## src/rtl/keccak_msg_feeder.sv

```systemverilog
// Byte-stream to 32-bit word feeder for the keccak message port: packs bytes
// big-endian, pulses the core reset per message and appends the pad word.
module keccak_msg_feeder #(
  parameter int RST_CYCLES  = 1,
  parameter bit WAIT_DIGEST = 1'b1
) (
  input  logic        clk,
  input  logic        reset,
  input  logic        start,
  input  logic [7:0]  s_byte,
  input  logic        s_valid,
  input  logic        s_last,
  output logic        s_ready,
  output logic        k_reset,
  output logic [31:0] k_in,
  output logic        k_in_ready,
  output logic        k_is_last,
  output logic [1:0]  k_byte_num,
  input  logic        k_buffer_full,
  input  logic        k_out_ready,
  output logic        busy,
  output logic        done
);

  typedef enum logic [2:0] {
    S_IDLE, S_RST, S_FILL, S_SEND, S_WAIT, S_DONE
  } state_t;

  state_t      state_q, state_d;
  logic [3:0]  rst_cnt_q, rst_cnt_d;
  logic [1:0]  c_q, c_d;
  logic [31:0] pack_q, pack_d;
  logic        pad_q, pad_d;
  logic        s_ready_q, s_ready_d;
  logic        k_reset_q, k_reset_d;
  logic [31:0] k_in_q, k_in_d;
  logic        k_in_ready_q, k_in_ready_d;
  logic        k_is_last_q, k_is_last_d;
  logic [1:0]  k_byte_num_q, k_byte_num_d;
  logic        busy_q, busy_d;
  logic        done_q, done_d;

  always_comb begin
    state_d      = state_q;
    rst_cnt_d    = rst_cnt_q;
    c_d          = c_q;
    pack_d       = pack_q;
    pad_d        = pad_q;
    k_in_d       = k_in_q;
    k_is_last_d  = k_is_last_q;
    k_byte_num_d = k_byte_num_q;

    case (state_q)
      S_IDLE: begin
        if (start) begin
          state_d   = S_RST;
          rst_cnt_d = 4'(RST_CYCLES);
          c_d       = 2'd0;
          pack_d    = 32'd0;
          pad_d     = 1'b0;
        end
      end
      S_RST: begin
        if (rst_cnt_q <= 4'd1) state_d = S_FILL;
        else                   rst_cnt_d = rst_cnt_q - 4'd1;
      end
      S_FILL: begin
        if (s_valid && s_ready_q) begin
          for (int i = 0; i < 4; i++) begin
            if (c_q == 2'(i)) pack_d[31-8*i -: 8] = s_byte;
          end
          c_d = c_q + 2'd1;
          if (s_last || c_q == 2'd3) begin
            // A last byte that fills the word defers is_last to a trailing zero word.
            k_in_d       = pack_d;
            k_is_last_d  = s_last && (c_q != 2'd3);
            k_byte_num_d = (s_last && c_q != 2'd3) ? c_q + 2'd1 : 2'd0;
            pad_d        = s_last && (c_q == 2'd3);
            state_d      = S_SEND;
          end
        end
      end
      S_SEND: begin
        if (k_in_ready_q && !k_buffer_full) begin
          if (pad_q) begin
            k_in_d       = 32'd0;
            k_byte_num_d = 2'd0;
            k_is_last_d  = 1'b1;
            pad_d        = 1'b0;
          end else if (k_is_last_q) begin
            state_d = WAIT_DIGEST ? S_WAIT : S_DONE;
          end else begin
            c_d     = 2'd0;
            pack_d  = 32'd0;
            state_d = S_FILL;
          end
        end
      end
      S_WAIT: begin
        if (k_out_ready) state_d = S_DONE;
      end
      S_DONE:  state_d = S_IDLE;
      default: state_d = S_IDLE;
    endcase

    // Handshake/status outputs are registered images of the next state.
    s_ready_d    = (state_d == S_FILL);
    k_in_ready_d = (state_d == S_SEND);
    k_reset_d    = (state_d == S_RST);
    busy_d       = (state_d != S_IDLE);
    done_d       = (state_d == S_DONE);
  end

  always_ff @(posedge clk or posedge reset) begin
    if (reset) begin
      state_q      <= S_IDLE;
      rst_cnt_q    <= 4'd0;
      c_q          <= 2'd0;
      pack_q       <= 32'd0;
      pad_q        <= 1'b0;
      s_ready_q    <= 1'b0;
      k_reset_q    <= 1'b0;
      k_in_q       <= 32'd0;
      k_in_ready_q <= 1'b0;
      k_is_last_q  <= 1'b0;
      k_byte_num_q <= 2'd0;
      busy_q       <= 1'b0;
      done_q       <= 1'b0;
    end else begin
      state_q      <= state_d;
      rst_cnt_q    <= rst_cnt_d;
      c_q          <= c_d;
      pack_q       <= pack_d;
      pad_q        <= pad_d;
      s_ready_q    <= s_ready_d;
      k_reset_q    <= k_reset_d;
      k_in_q       <= k_in_d;
      k_in_ready_q <= k_in_ready_d;
      k_is_last_q  <= k_is_last_d;
      k_byte_num_q <= k_byte_num_d;
      busy_q       <= busy_d;
      done_q       <= done_d;
    end
  end

  assign s_ready    = s_ready_q;
  assign k_reset    = k_reset_q;
  assign k_in       = k_in_q;
  assign k_in_ready = k_in_ready_q;
  assign k_is_last  = k_is_last_q;
  assign k_byte_num = k_byte_num_q;
  assign busy       = busy_q;
  assign done       = done_q;

endmodule

```

## config.mk

```make
export PLATFORM = sky130hd
export DESIGN_NAME = keccak_msg_feeder
export DESIGN_NICKNAME = d
export VERILOG_FILES = /design/src/rtl/keccak_msg_feeder.sv
export SDC_FILE = /design/constraint.sdc
export NUM_CORES = 1
export LEC_CHECK = 0
export BUFFER_PORTS_ARGS = -buffer_cell sky130_fd_sc_hd__buf_2
export CORE_MARGIN = 5
export CORE_UTILIZATION = 50
export CTS_BUF_LIST = sky130_fd_sc_hd__clkbuf_4 sky130_fd_sc_hd__clkbuf_8
export CTS_CLUSTER_SIZE = 12
export DETAILED_ROUTE_END_ITERATION = 10
export GPL_ROUTABILITY_DRIVEN = 0
export PLACE_DENSITY = 0.71
export SYNTH_ARGS = -nofsm -noshare
export SYNTH_HDL_FRONTEND = slang
export SYNTH_SLANG_ARGS = --single-unit
```

## constraint.sdc

```tcl
create_clock -name clk -period 4.7 [get_ports clk]
set_input_delay 0.47 -clock clk [delete_from_list [all_inputs] [get_ports clk]]
set_output_delay 0.47 -clock clk [all_outputs]
set_load 0.01 [all_outputs]
```

# [After elaboration in Yosys (flattened, before gate mapping)]
# Index checks and enable logic that the tools add are counted.
[totals] reg_bits=82 inputBits=15 out_inout_bits=40
[classes] n_addsub=2 n_lt_le_gt_ge=1 n_eq_ne=20 n_mux=49 n_reduce_logical=16
[ops] operator="32-bit two-way mux" count=9
[ops] operator="32-bit one-hot mux with 3 select lines" count=1
[ops] operator="32-bit one-hot mux with 2 select lines" count=1
[ops] operator="8-bit two-way mux" count=4
[ops] operator="3-bit two-way mux" count=8
[ops] operator="2-bit two-way mux" count=10
[ops] operator="2-bit inequality test, second input constant" count=9
[ops] operator="3-bit one-hot mux with 5 select lines" count=1
[ops] operator="3-bit by 2-bit equality test with 1-bit output, second input constant" count=4
[ops] operator="5-bit AND reduction" count=2
[ops] operator="1-bit two-way mux" count=8
[ops] operator="4-bit two-way mux" count=2
[ops] operator="4-bit one-hot mux with 2 select lines" count=1
[ops] operator="3-bit by 1-bit equality test with 1-bit output, second input constant" count=2
[ops] operator="3-bit equality test, second input constant" count=2
[ops] operator="2-bit one-hot mux with 3 select lines" count=1
[ops] operator="6-bit AND reduction" count=1
[ops] operator="3-bit nonzero test" count=2
[ops] operator="2-bit equality test, second input constant" count=2
[ops] operator="4-bit by 1-bit less-or-equal comparator with 1-bit output, second input constant" count=1
[ops] operator="1-bit logical AND" count=4
[ops] operator="2-bit one-hot mux with 2 select lines" count=1
[ops] operator="2-bit nonzero test" count=2
[ops] operator="4-bit by 1-bit subtractor with 4-bit output, second input constant" count=1
[ops] operator="9 further kinds" count=9

# [Depth between registers and ports, before layout]
[depth] depth_word=6 mapped_depth=8 depth_no_buf=6

# [Least setup slack after synthesis]
# No wires, ideal clock.
[synth_path] path_kind="reg2reg" startpoint="register state_q[1]" endpoint="register k_byte_num_q[0] (netlist: k_byte_num[0])" arrival_time_ps=1800 required_ps=4575 path_slack_ps=2775 path_stages_with_launch=9 n_path_buf=4 path_cell_list="dfrtp_1 buf_2 and3b_1 buf_6 a22o_1 or2_1 buf_6 buf_6 mux2_4"
[synth_via] elab_chain_cells=3 word_cells_on_any_way=9
[synth_rtl] element="start: declaration" line_no="29" rtl="state_t state_q, state_d;"
[synth_rtl] element="start signal: assignment" line_no="130" rtl="state_q <= state_d;"
[synth_rtl] element="3-bit by 2-bit equality test with 1-bit output" line_no="53" rtl="case (state_q)"
[synth_rtl] element="2-bit inequality test (no source line) or 2-bit nonzero test (tied branches)"
[synth_rtl] element="5-bit AND reduction (no source line)"
[synth_rtl] element="end signal: assignment" line_no="140" rtl="k_byte_num_q <= k_byte_num_d;"
[synth_rtl] element="end: declaration" line_no="39" rtl="logic [1:0] k_byte_num_q, k_byte_num_d;"
# Several ways; a longest one is shown, not always the timed one.
# A chain may end at the register's enable or synchronous reset.

# [Worst setup path in the final report]
[layout_path] startpoint="register state_q[0]" endpoint="register k_in_q[10] (netlist: k_in[10])"
[layout_via] elab_chain_cells=3 word_cells_on_any_way=9
[layout_rtl] element="3-bit by 2-bit equality test with 1-bit output" line_no="53"
[layout_rtl] element="2-bit inequality test (no source line) or 2-bit nonzero test (tied branches)"
[layout_rtl] element="5-bit AND reduction (no source line)"
[layout_rtl] element="end signal: assignment" line_no="137" rtl="k_in_q <= k_in_d;"
[layout_rtl] element="end: declaration" line_no="36" rtl="logic [31:0] k_in_q, k_in_d;"
# Several ways; a longest one is shown, not always the timed one.

==> results <==
- The run finished with clean final reports.
- Detailed placement finished with a half-perimeter wire length of 5.48 mm.
- Across the run, the number of max-cap violations was 0.
- The cell area power density is 649 mW/mm^2.
- The critical path data required time is 4.94 ns.
- The netlist uses 37 different library cells.
- The quantity of gates resized following cts is 0.
- The number of synthesized flops with an enable pin is 0.
- The layout cell share with drive strength beyond 1 is 0.304.
- The number of slew-limit violations in the final report is 0.
- The effective utilization at floorplan is 0.514.
- The maximum number of pins on one net before global-route repair is 56.
- The multi-input combinational cells in the finished layout cover a total of 0.00176 mm^2.
- Between clock sinks in the finished design, the worst skew comes to 0.0142 ns.
- The post-detailed-route DRC marker count is 0.
- The clock transition at the register clock pins on the worst setup and hold paths after CTS is 0.08 ns.
- The number of antenna-violating nets in the routed design is 0.
- The share of synthesized area in the top cell type comes to 0.514.
- The cell leakage power is 2.34 nW.
- The portion of the post-synthesis area used by sequential elements is 0.514.
- The top fanout value on the critical path is 35.
- The global router's overall resource usage is 0.178.
- The net count of the finished layout is 385.
- The number of buffers added to fix hold violations after cts is 0.
- After synthesis, the most frequently instantiated cells are sky130_fd_sc_hd__dfrtp_1 (82), sky130_fd_sc_hd__nor2_1 (38), sky130_fd_sc_hd__a22o_1 (34), sky130_fd_sc_hd__mux2i_1 (34), sky130_fd_sc_hd__mux2_4 (30).
- The repair_antennas step left the layout with diodes totalling 0.
- The number of placed cells counting well taps is 455.
- Summed over all instances, the cell type with the most area after synthesis is sky130_fd_sc_hd__dfrtp_1.
- The clock insertion delay at the later pin of the skew report is 0.36 ns.
- The wire length per cell after detailed routing is 17.4 um.
- Counting the buffers created by CTS gives 9.
- The via count of the first global-routing pass is 2669.
- The startpoint kind of the worst setup timing path is a flop.
- A synthesized cell averages 12.3 um^2.
- sky130_fd_sc_hd__dfrtp_1 is the most common cell in the netlist.
- The worst setup path is captured at a flop.
- 55 I/O pins were placed.
- Of the available clock period, the critical path in the final layout requires 0.614.
- The area of placed instances is 0.00425 mm^2.
- The width of the die is 99.3 um.
- The setup path with the least slack is of type reg -> reg.
- Setup repair after global routing left no endpoint under its margin.
- After filler insertion, the fill cell instance count of the layout stands at 674.
- After floorplanning, the core was sized to cover 0.00777 mm^2.
- The number of nets in the synthesized netlist is 345.
- The pin slew with the least headroom to its limit is 1.13 ns.
- The worst slew margin relative to its limit is 0.248.
- In this run the number of H-tree levels came out at 3.
- The flip-flop cell with the highest count after synthesis is sky130_fd_sc_hd__dfrtp_1.
- The clock tree root buffer cell is sky130_fd_sc_hd__clkbuf_8.
- The final instance area is 0.00448 mm^2.
- For this run the aggregate overflow at the end of global routing stands at 0.
- During placement, the flow inserted port buffers numbering 54.
- The largest buffer count on any clock path is 2.
- After floorplanning, the core was divided into 32 placement rows.
- The proportion of register bits with asynchronous set or reset after synthesis is 1.00.
- The class of the most critical hold timing path is in -> async.
- By area the synthesized netlist is led by sky130_fd_sc_hd__dfrtp_1 (51%), sky130_fd_sc_hd__mux2_4 (11%), sky130_fd_sc_hd__mux2i_1 (8.5%).
- The vertical die dimension is 99.3 um.
- The cell count after synthesis came out at 324.
- The clock sink count is 82.
- The routed layout has 2623 vias.
- The average via count per standard cell is 5.57.
- The synthesis warning total is 0.
- The initial antenna violation count is 0.
- TritonCTS built the clock tree.
- In this run the cell area of the synthesized design comes to 0.00399 mm^2.
- The die covers 0.00987 mm^2.
- Setup violations remaining at the end of the flow were counted as 0.
- For the final routed database, the setup TNS stands at 0 ns.
- IR analysis of the VDD net gives a maximum drop of 0.290 mV.
- The combined flip-flop and latch cell area is 0.00205 mm^2.
- For the finished layout, the period the worst path requires is 2.89 ns.
- Data on the critical path arrives at its endpoint at 3.13 ns.
- The area growth from synthesis to layout is 12.3%.
- Based on the critical path, the design can be clocked at up to 346 MHz.
- After synthesis the netlist holds a flip-flop and latch count of 82.
- The count of final hold-check violations is 0.
- The first global-routing pass estimated 13.9 mm of wire.
- The count of buffers added by post-CTS timing repair for setup is 0.
- The routed design has 8.22 mm of wire.
- The initial detailed-routing violation count is 226.
- The number of iterations in the first detailed-routing pass is 5.
- The finished layout holds 471 standard cells, fillers aside.
==> stage by stage <==
stage,utilization,power [mW],hold slack (ns),setup WS [ns]
6_report,0.577,2.91,0.118,1.81
5_1_grt,0.577,3.12,0.142,1.61
4_1_cts,0.577,2.94,0.124,1.83
3_5_place_dp,0.547,2.34,0.481,1.83
3_3_place_gp,0.547,2.30,0.481,1.93
2_1_floorplan,-,2.05,0.465,2.12
==> worst max-delay path, cell delays in order (launching register included) <==
cell and delay, ns:
sky130_fd_sc_hd__dfrtp_1 0.64, sky130_fd_sc_hd__and3b_1 0.23, sky130_fd_sc_hd__buf_4 0.35, sky130_fd_sc_hd__a22o_1 0.24, sky130_fd_sc_hd__or2_2 0.85, sky130_fd_sc_hd__mux2_2 0.42
==> worst paths after layout <==
kind / from / end / slack (ns) / cells after the start
worst max-delay path: state_q[0] / k_in[10] / 1.81 / 5
worst min register to register: pack_q[13] / pack_q[13] / 0.51 / 1
worst min-delay path: reset / k_in[29] / 0.12 / 2
max in group asynchronous: reset / pack_q[12] / 3.54 / 3
min in group clk: k_out_ready / done / 0.39 / 2
worst max register to register: state_q[0] / k_in[10] / 1.81 / 5
==> state kept, by name, summed over array words and instances (netlist names) <==
name,cells
done,1
rst_cnt_q,4
k_byte_num,2
k_reset,1
busy,1
state_q,3
pack_q,32
k_in_ready,1
c_q,2
s_ready,1
pad_q,1
k_in,32
k_is_last,1
==> per-layer routing <==
metal / vias up / wire length, um / GRT usage
li1: 1218 / - / -
met1: 1317 / 3720 / 0.251
met2: 76 / 3980 / 0.269
met3: 12 / 378 / 0.0414
met4: 0 / 133 / 0.0672
met5: - / 0 / 0
==> cells in the final DEF, fill, tap and decap left out, types with 2 or more instances in the layout <==
| cell | count |
|---|---|
| sky130_fd_sc_hd__a21oi_1 | 4 |
| sky130_fd_sc_hd__a22o_1 | 34 |
| sky130_fd_sc_hd__and2_1 | 4 |
| sky130_fd_sc_hd__buf_2 | 54 |
| sky130_fd_sc_hd__buf_4 | 2 |
| sky130_fd_sc_hd__bufinv_16 | 2 |
| sky130_fd_sc_hd__clkbuf_8 | 9 |
| sky130_fd_sc_hd__dfrtp_1 | 82 |
| sky130_fd_sc_hd__ha_1 | 6 |
| sky130_fd_sc_hd__inv_1 | 5 |
| sky130_fd_sc_hd__inv_6 | 3 |
| sky130_fd_sc_hd__mux2_2 | 6 |
| sky130_fd_sc_hd__mux2_4 | 30 |
| sky130_fd_sc_hd__mux2i_1 | 34 |
| sky130_fd_sc_hd__nand2_1 | 6 |
| sky130_fd_sc_hd__nand2b_1 | 5 |
| sky130_fd_sc_hd__nand3_1 | 3 |
| sky130_fd_sc_hd__nor2_1 | 38 |
| sky130_fd_sc_hd__nor2b_1 | 6 |
| sky130_fd_sc_hd__nor3_1 | 5 |
| sky130_fd_sc_hd__nor3b_1 | 4 |
| sky130_fd_sc_hd__o21ai_0 | 4 |
| sky130_fd_sc_hd__o21ai_1 | 4 |
| sky130_fd_sc_hd__or3_1 | 2 |
==> final cells by class <==
type                            count  area share
Sequential cell                    82       0.458
Multi-Input combinational cell    209       0.393
Timing Repair Buffer               56      0.0637
Tap cell                          102      0.0285
Clock buffer                        9      0.0276
Clock inverter                      7      0.0237
Inverter                            6     0.00531
==> where the power goes <==
group	leakage [nW]	internal [mW]	switching, mW
clock network	0.117	0.310	0.277
registers	1.10	0.934	0.159
logic	1.12	0.605	0.620
==> kinds of logic after synthesis <==
kind of cell               Yosys count  synth area share
AOI/OAI and AO/OA                   51             0.100
and+or+nand+nor                     81             0.105
DFF                                 82             0.514
buffers and inverters               33            0.0442
muxes                               70             0.215
adders and majority gates            6            0.0188
xor gates and xnor gates             1           0.00220
No activity file was read; power rests on OpenSTA's default activity.
